**src/rtl/mips_ctrl_pkg.sv**
```systemverilog
// Shared definitions for the multicycle MIPS control sequencer.
// Contents: supported opcodes, ALU operation codes, PC source and ALU B
// operand select codes, and the 4-bit FSM state encoding.
package mips_ctrl_pkg;

  // Supported opcodes (IR[31:26])
  localparam logic [5:0] OP_RTYPE = 6'h00;
  localparam logic [5:0] OP_ADDI  = 6'h08;
  localparam logic [5:0] OP_BEQ   = 6'h04;
  localparam logic [5:0] OP_J     = 6'h02;
  localparam logic [5:0] OP_LW    = 6'h23;
  localparam logic [5:0] OP_SW    = 6'h2B;

  // alu_op codes
  localparam logic [1:0] ALU_ADD   = 2'd0;
  localparam logic [1:0] ALU_SUB   = 2'd1;
  localparam logic [1:0] ALU_FUNCT = 2'd2;

  // pc_source codes
  localparam logic [1:0] PC_SRC_ALU    = 2'd0;
  localparam logic [1:0] PC_SRC_ALUOUT = 2'd1;
  localparam logic [1:0] PC_SRC_JUMP   = 2'd2;

  // alu_src_b codes
  localparam logic [1:0] SRCB_REG     = 2'd0;
  localparam logic [1:0] SRCB_FOUR    = 2'd1;
  localparam logic [1:0] SRCB_IMM     = 2'd2;
  localparam logic [1:0] SRCB_IMM_SH2 = 2'd3;

  typedef enum logic [3:0] {
    S_FETCH    = 4'd0,
    S_DECODE   = 4'd1,
    S_MEM_ADDR = 4'd2,
    S_MEM_RD   = 4'd3,
    S_MEM_WB   = 4'd4,
    S_MEM_WR   = 4'd5,
    S_R_EXEC   = 4'd6,
    S_R_WB     = 4'd7,
    S_I_EXEC   = 4'd8,
    S_I_WB     = 4'd9,
    S_BRANCH   = 4'd10,
    S_JUMP     = 4'd11
  } state_t;

  // States that issue a memory request and therefore wait on mem_ready.
  function automatic logic is_mem_wait_state(input state_t s);
    return (s == S_FETCH) || (s == S_MEM_RD) || (s == S_MEM_WR);
  endfunction

endpackage

```
**src/rtl/mem_wait_timer.sv**
```systemverilog
// Bounded wait counter for memory accesses.
// Ports:
//   clk, rst  - clock, asynchronous active-high reset
//   clr       - zero the counter (takes priority over inc)
//   inc       - count one more cycle without mem_ready
//   expired   - high when the next increment would reach MEM_WAIT_MAX,
//               i.e. the current cycle is the last one the access may wait
module mem_wait_timer #(
  parameter int MEM_WAIT_MAX = 16,
  parameter int CNT_W        = 5
) (
  input  logic clk,
  input  logic rst,
  input  logic clr,
  input  logic inc,
  output logic expired
);

  logic [CNT_W-1:0] cnt_q;
  logic [CNT_W-1:0] cnt_d;

  always_comb begin
    cnt_d = cnt_q;
    if (clr) begin
      cnt_d = '0;
    end else if (inc) begin
      cnt_d = cnt_q + CNT_W'(1);
    end
  end

  always_ff @(posedge clk or posedge rst) begin
    if (rst) begin
      cnt_q <= '0;
    end else begin
      cnt_q <= cnt_d;
    end
  end

  // A request waits at most MEM_WAIT_MAX cycles: when the count already
  // holds MEM_WAIT_MAX-1, this cycle's increment reaches the limit.
  assign expired = (cnt_q == CNT_W'(MEM_WAIT_MAX - 1));

endmodule

```
**src/rtl/multicycle_control_fsm.sv**
```systemverilog
// Multicycle MIPS control sequencer. Steps FETCH/DECODE/EXEC/MEM/WB and
// drives per-cycle datapath enables for R-type, ADDI, BEQ, J, LW and SW.
// Ports:
//   clk, rst           - clock, asynchronous active-high reset
//   opcode, zero       - IR[31:26] and ALU zero flag
//   mem_ready          - memory completes the current access this cycle
//   mem_read/mem_write - memory requests; i_or_d selects PC or ALUOut address
//   ir_write, pc_write, pc_write_cond, pc_source - IR/PC update controls
//   alu_src_a, alu_src_b, alu_op                - ALU operand/op selects
//   reg_dst, mem_2_reg, reg_write               - register file controls
//   instr_done, illegal_op, mem_error           - single-cycle status pulses
// Handshake: a memory request (mem_read or mem_write) is held every cycle
// the FSM sits in FETCH/MEM_RD/MEM_WR; the access completes in the cycle
// mem_ready is sampled high with the request up. If mem_ready has not been
// seen after MEM_WAIT_MAX cycles the request is dropped, mem_error pulses
// and the sequencer returns to FETCH. mem_ready outside a request is ignored.
module multicycle_control_fsm
  import mips_ctrl_pkg::*;
#(
  parameter int MEM_WAIT_MAX = 16,
  parameter int CNT_W        = 5
) (
  input  logic       clk,
  input  logic       rst,
  input  logic [5:0] opcode,
  input  logic       zero,
  input  logic       mem_ready,
  output logic       mem_read,
  output logic       mem_write,
  output logic       i_or_d,
  output logic       ir_write,
  output logic       pc_write,
  output logic       pc_write_cond,
  output logic [1:0] pc_source,
  output logic       alu_src_a,
  output logic [1:0] alu_src_b,
  output logic [1:0] alu_op,
  output logic       reg_dst,
  output logic       mem_2_reg,
  output logic       reg_write,
  output logic       instr_done,
  output logic       illegal_op,
  output logic       mem_error
);

  state_t state_q;
  state_t state_d;

  logic in_wait;
  logic timer_inc;
  logic timer_clr;
  logic timer_expired;
  logic timeout;

  // zero is consumed by the datapath (pc_write_cond gating), not here.
  logic unused_zero;
  assign unused_zero = zero;

  mem_wait_timer #(
    .MEM_WAIT_MAX(MEM_WAIT_MAX),
    .CNT_W       (CNT_W)
  ) u_timer (
    .clk    (clk),
    .rst    (rst),
    .clr    (timer_clr),
    .inc    (timer_inc),
    .expired(timer_expired)
  );

  always_ff @(posedge clk or posedge rst) begin
    if (rst) begin
      state_q <= S_FETCH;
    end else begin
      state_q <= state_d;
    end
  end

  always_comb begin
    state_d       = state_q;
    mem_read      = 1'b0;
    mem_write     = 1'b0;
    i_or_d        = 1'b0;
    ir_write      = 1'b0;
    pc_write      = 1'b0;
    pc_write_cond = 1'b0;
    pc_source     = PC_SRC_ALU;
    alu_src_a     = 1'b0;
    alu_src_b     = SRCB_REG;
    alu_op        = ALU_ADD;
    reg_dst       = 1'b0;
    mem_2_reg     = 1'b0;
    reg_write     = 1'b0;
    instr_done    = 1'b0;
    illegal_op    = 1'b0;
    mem_error     = 1'b0;

    // Counter runs only while a request is outstanding and unanswered; any
    // completion, timeout or non-memory state leaves it at zero, so every
    // entry into a memory state starts a fresh wait window.
    in_wait   = is_mem_wait_state(state_q);
    timer_inc = in_wait && !mem_ready;
    timeout   = timer_inc && timer_expired;
    timer_clr = !in_wait || mem_ready || timeout;

    // Outputs held at zero while reset is asserted so in-flight requests
    // drop in the same cycle, not at the next clock edge.
    if (!rst) begin
      unique case (state_q)
        S_FETCH: begin
          mem_read  = 1'b1;
          alu_src_b = SRCB_FOUR;
          ir_write  = mem_ready;
          pc_write  = mem_ready;
          if (mem_ready) begin
            state_d = S_DECODE;
          end else if (timeout) begin
            mem_error = 1'b1;
            state_d   = S_FETCH;
          end
        end
        S_DECODE: begin
          alu_src_b = SRCB_IMM_SH2;
          unique case (opcode)
            OP_RTYPE:    state_d = S_R_EXEC;
            OP_ADDI:     state_d = S_I_EXEC;
            OP_BEQ:      state_d = S_BRANCH;
            OP_J:        state_d = S_JUMP;
            OP_LW, OP_SW: state_d = S_MEM_ADDR;
            default: begin
              illegal_op = 1'b1;
              state_d    = S_FETCH;
            end
          endcase
        end
        S_MEM_ADDR: begin
          alu_src_a = 1'b1;
          alu_src_b = SRCB_IMM;
          state_d   = (opcode == OP_SW) ? S_MEM_WR : S_MEM_RD;
        end
        S_MEM_RD: begin
          mem_read = 1'b1;
          i_or_d   = 1'b1;
          if (mem_ready) begin
            state_d = S_MEM_WB;
          end else if (timeout) begin
            mem_error = 1'b1;
            state_d   = S_FETCH;
          end
        end
        S_MEM_WB: begin
          mem_2_reg  = 1'b1;
          reg_write  = 1'b1;
          instr_done = 1'b1;
          state_d    = S_FETCH;
        end
        S_MEM_WR: begin
          mem_write = 1'b1;
          i_or_d    = 1'b1;
          if (mem_ready) begin
            instr_done = 1'b1;
            state_d    = S_FETCH;
          end else if (timeout) begin
            mem_error = 1'b1;
            state_d   = S_FETCH;
          end
        end
        S_R_EXEC: begin
          alu_src_a = 1'b1;
          alu_op    = ALU_FUNCT;
          state_d   = S_R_WB;
        end
        S_R_WB: begin
          reg_dst    = 1'b1;
          reg_write  = 1'b1;
          instr_done = 1'b1;
          state_d    = S_FETCH;
        end
        S_I_EXEC: begin
          alu_src_a = 1'b1;
          alu_src_b = SRCB_IMM;
          state_d   = S_I_WB;
        end
        S_I_WB: begin
          reg_write  = 1'b1;
          instr_done = 1'b1;
          state_d    = S_FETCH;
        end
        S_BRANCH: begin
          alu_src_a     = 1'b1;
          alu_op        = ALU_SUB;
          pc_write_cond = 1'b1;
          pc_source     = PC_SRC_ALUOUT;
          instr_done    = 1'b1;
          state_d       = S_FETCH;
        end
        S_JUMP: begin
          pc_write   = 1'b1;
          pc_source  = PC_SRC_JUMP;
          instr_done = 1'b1;
          state_d    = S_FETCH;
        end
        default: begin
          state_d = S_FETCH;
        end
      endcase
    end
  end

endmodule
```
**config.mk**
```make
export PLATFORM = sky130hd
export DESIGN_NAME = multicycle_control_fsm
export DESIGN_NICKNAME = d
export VERILOG_FILES = /design/src/rtl/mips_ctrl_pkg.sv /design/src/rtl/mem_wait_timer.sv /design/src/rtl/multicycle_control_fsm.sv
export SDC_FILE = /design/constraint.sdc
export NUM_CORES = 1
export LEC_CHECK = 0
export CAP_MARGIN = 20
export CORE_UTILIZATION = 40
export DETAILED_ROUTE_END_ITERATION = 10
export PLACE_DENSITY = 0.71
export SYNTH_ARGS = -nofsm -noshare
export SYNTH_HDL_FRONTEND = slang
export SYNTH_SLANG_ARGS = --single-unit
```
**constraint.sdc**
```tcl
create_clock -name clk -period 4.1 [get_ports clk]
set_input_delay 1.025 -clock clk [delete_from_list [all_inputs] [get_ports clk]]
set_output_delay 1.025 -clock clk [all_outputs]
set_load 0.005 [all_outputs]
```
==> impl_results.md <==
* Status: finished clean
* Syn Area/Cell at 7.817 µm²
* Worst Setup SP: mem_ready
* Via Count at 902
* Hold crit path type: flip-flop to flip-flop
* Initial antenna violation count at 0
* Largest net degree at the start of global routing at 26
* Max-Cap Viols at 0
* Wirelength per Cell at 13.63 µm
* Worst path required time at 3.07 ns
* Hold Startpoint: u_timer.cnt_q[0]
* First-pass GRT wire length at 3988 µm
* Setup Total Neg Slack at 0 ns
* CTS H-tree lvls at 1
* Hold buffers post-CTS at 0
* Antenna viol nets, final at 0
* Post-Route WL at 2208 µm
* Most numerous cell in the Yosys netlist: nor2_1
* Crit-path max FO at 5
* Critical path class: input port to output port
* Fmax at 260.3 MHz
* Placed cells at 158
* CTS tree: done
* Worst-Skew Late Latency at 0.25 ns
* Library cells used by synthesis at 38
* Mapped Cells at 113
* Top cells by area, synth: dfrtp_1 25%, nor2_1 6.8%, nor3_1 4.5%, nand2_1 3.8%, buf_2 3.4%
* Vias in the first global route at 907
* Slew @ Worst Pin at 0.8087 ns
* Hold slack at 0.4646 ns
* Final std cells w/o fill at 162
* Ports at 29
* EDFF count, synth at 0
* Die Y at 49.00 µm
* Tmin final at 3.842 ns
* Final setup vio count at 0
* Post-CTS setup buffer count at 0
* Mapped Area at 883.3 µm²
* Synth area leader: dfrtp_1
* Slew Limit Fails at 0
* Final Skew at 0.004233 ns
* Period utilisation layout at 93.71%
* Synth Register Bits at 9
* Initial DRC count at 16
* R2r startpoint: state_q[2]
* Slowest cell on crit path: clkdlybuf4s50_1
* Pwr per Cell Area at 450.4 mW/mm²
* Placeable Area at 0.002022 mm²
* Drt pass-1 iters at 4
* Static leakage at 0.4635 nW
* Sequential area share after synthesis at 25.50%
* Crit start category: input port
* Peak VDD IR at 248.4 µV
* RSZ-0062 raised after global routing: false
* Max incr delay on CP at 0.59 ns
* Final nets at 148
* Predominant post-synthesis flop cell: dfrtp_1
* Gr usage total at 20.91%
* Routability cong. at 0.8083
* Root buffer cell: clkbuf_4
* Die ar. at 0.002401 mm²
* Worst slew margin at 46.09%
* # rows at 16
* Hold Vio Cnt, Final at 0
* Top cells by count, synth: 16 x nor2_1, 9 x dfrtp_1, 9 x nand2_1
* Share of flip-flops with an asynchronous set or reset at 100.0%
* Clock transition at the registers of the reported paths at 0.06 ns
* Area grow syn2layout at 31.02%
* Layout cell share with drive strength beyond 1 at 5.926%
* Port buffer count at 27
* Initial core utilization at 43.69%
* Area post-placement at 0.001131 mm²
* Detailed placement HPWL at 1661 µm
* Clock sink count at 9
* GRT Residual Overflow at 0
* CTS max path bufs at 2
* Post-CTS Resized at 0
* Die W at 49.00 µm
* Antenna diode count at 0
* Final Cell Area at 0.001157 mm²
* Net Count, Synth at 125
* Ys Warns at 0
* Worst Path Arrival at 2.82 ns
* Crit path top cell by count: clkdlybuf4s50_1
* DRC errors left at 0
* Cts bufs inserted at 3
* Crit. End Element: output port
* Yosys top cell area share at 25.50%
* Vias per inst at 5.568
* CP cell instances: clkdlybuf4s50_1, nor2_1, nand2_1, a21oi_1, a2111oi_0, clkdlybuf4s50_1
[power by group]
part	leakage, nW	switching [W]	total, W	internal (W)
registers	0.122	0.0000799	0.000188	0.000109
clock network	0.0150	0.0000288	0.0000661	0.0000374
logic	0.326	0.000120	0.000267	0.000147
total	0.464	0.000228	0.000521	0.000293
[routing by layer]
| metal | vias to the layer above | global-route usage (%) | share of wire, % |
|---|---|---|---|
| li1 | 458 | - | - |
| met1 | 430 | 24.71 | 47 |
| met2 | 12 | 37.50 | 51 |
| met3 | 2 | 2.181 | 1.4 |
| met4 | 0 | 9.804 | 0.54 |
| met5 | - | 0 | 0 |
[critical path, delay by kind of cell]
| family | cells | cell delay, ns |
|---|---|---|
| simple gates | 2 | 0.14 |
| buf+inv | 2 | 1.16 |
| compound gates | 2 | 0.48 |
[kinds of logic (layout without fill, tap and decap cells)]
| family | Yosys count | count (layout) | share of synthesized area, % |
|---|---|---|---|
| xor+xnor | 6 | 6 | 5.950 |
| fa+ha+maj | 2 | 2 | 2.832 |
| compound gates | 27 | 27 | 25.07 |
| simple gates | 53 | 53 | 30.45 |
| buf+inv | 16 | 38 | 10.20 |
| flops | 9 | 9 | 25.50 |
[final timing paths]
| path | endpoint | slack [ns] | cells past startpoint |
|---|---|---|---|
| setup / recovery | instr_done | 0.26 | 6 |
| hold / removal | u_timer.cnt_q[0] | 0.46 | 1 |
| setup reg to reg | state_q[0] | 2.23 | 4 |
| hold reg to reg | u_timer.cnt_q[0] | 0.46 | 1 |
| max in group asynchronous | u_timer.cnt_q[3] | 2.71 | 3 |
| min in group asynchronous | state_q[1] | 1.02 | 2 |
[flip-flops by register name, indices dropped and copies added (netlist names)]
name           flops
state_q            4
u_timer.cnt_q      5
[metrics by stage]
stage | worst slack, ns | utilization, % | power (W)
6_report | 0.2577 | 57.24 | 0.0005213
5_1_grt | 0.1011 | 57.24 | 0.0005746
4_1_cts | 0.2406 | 57.24 | 0.0005239
3_5_place_dp | 0.2442 | 55.94 | 0.0004540
3_3_place_gp | 0.2560 | 55.94 | 0.0004486
2_1_floorplan | 1.227 | - | 0.0003597
[layout by cell type, fill, tap and decap left out, drive strengths merged]
master         count
a2111oi            4
a21o               2
a21oi              4
a22o               2
a311oi             1
a31o               2
a31oi              1
a32o               2
and2               2
and3               3
and4               1
buf                2
clkbuf             4
clkdlybuf4s50     27
dfrtp              9
ha                 2
inv                5
nand2              9
nand3              3
nand4              1
nor2              16
nor2b              1
nor3               8
nor3b              2
nor4               4
nor4b              1
o21ai              3
o21bai             2
o221ai             1
o31ai              2
o41ai              1
or2                1
or4                1
xnor2              3
xor2               3
[layout make-up]
class / instances / area [µm²]
multi-input combinational: 88 / 568.0
fill: 197 / 864.6
tap: 27 / 33.78
inverter: 5 / 18.77
clock buffer: 4 / 26.28
sequential: 9 / 225.2
timing repair buffer: 29 / 285.3
No activity file was read; power rests on OpenSTA's default activity.
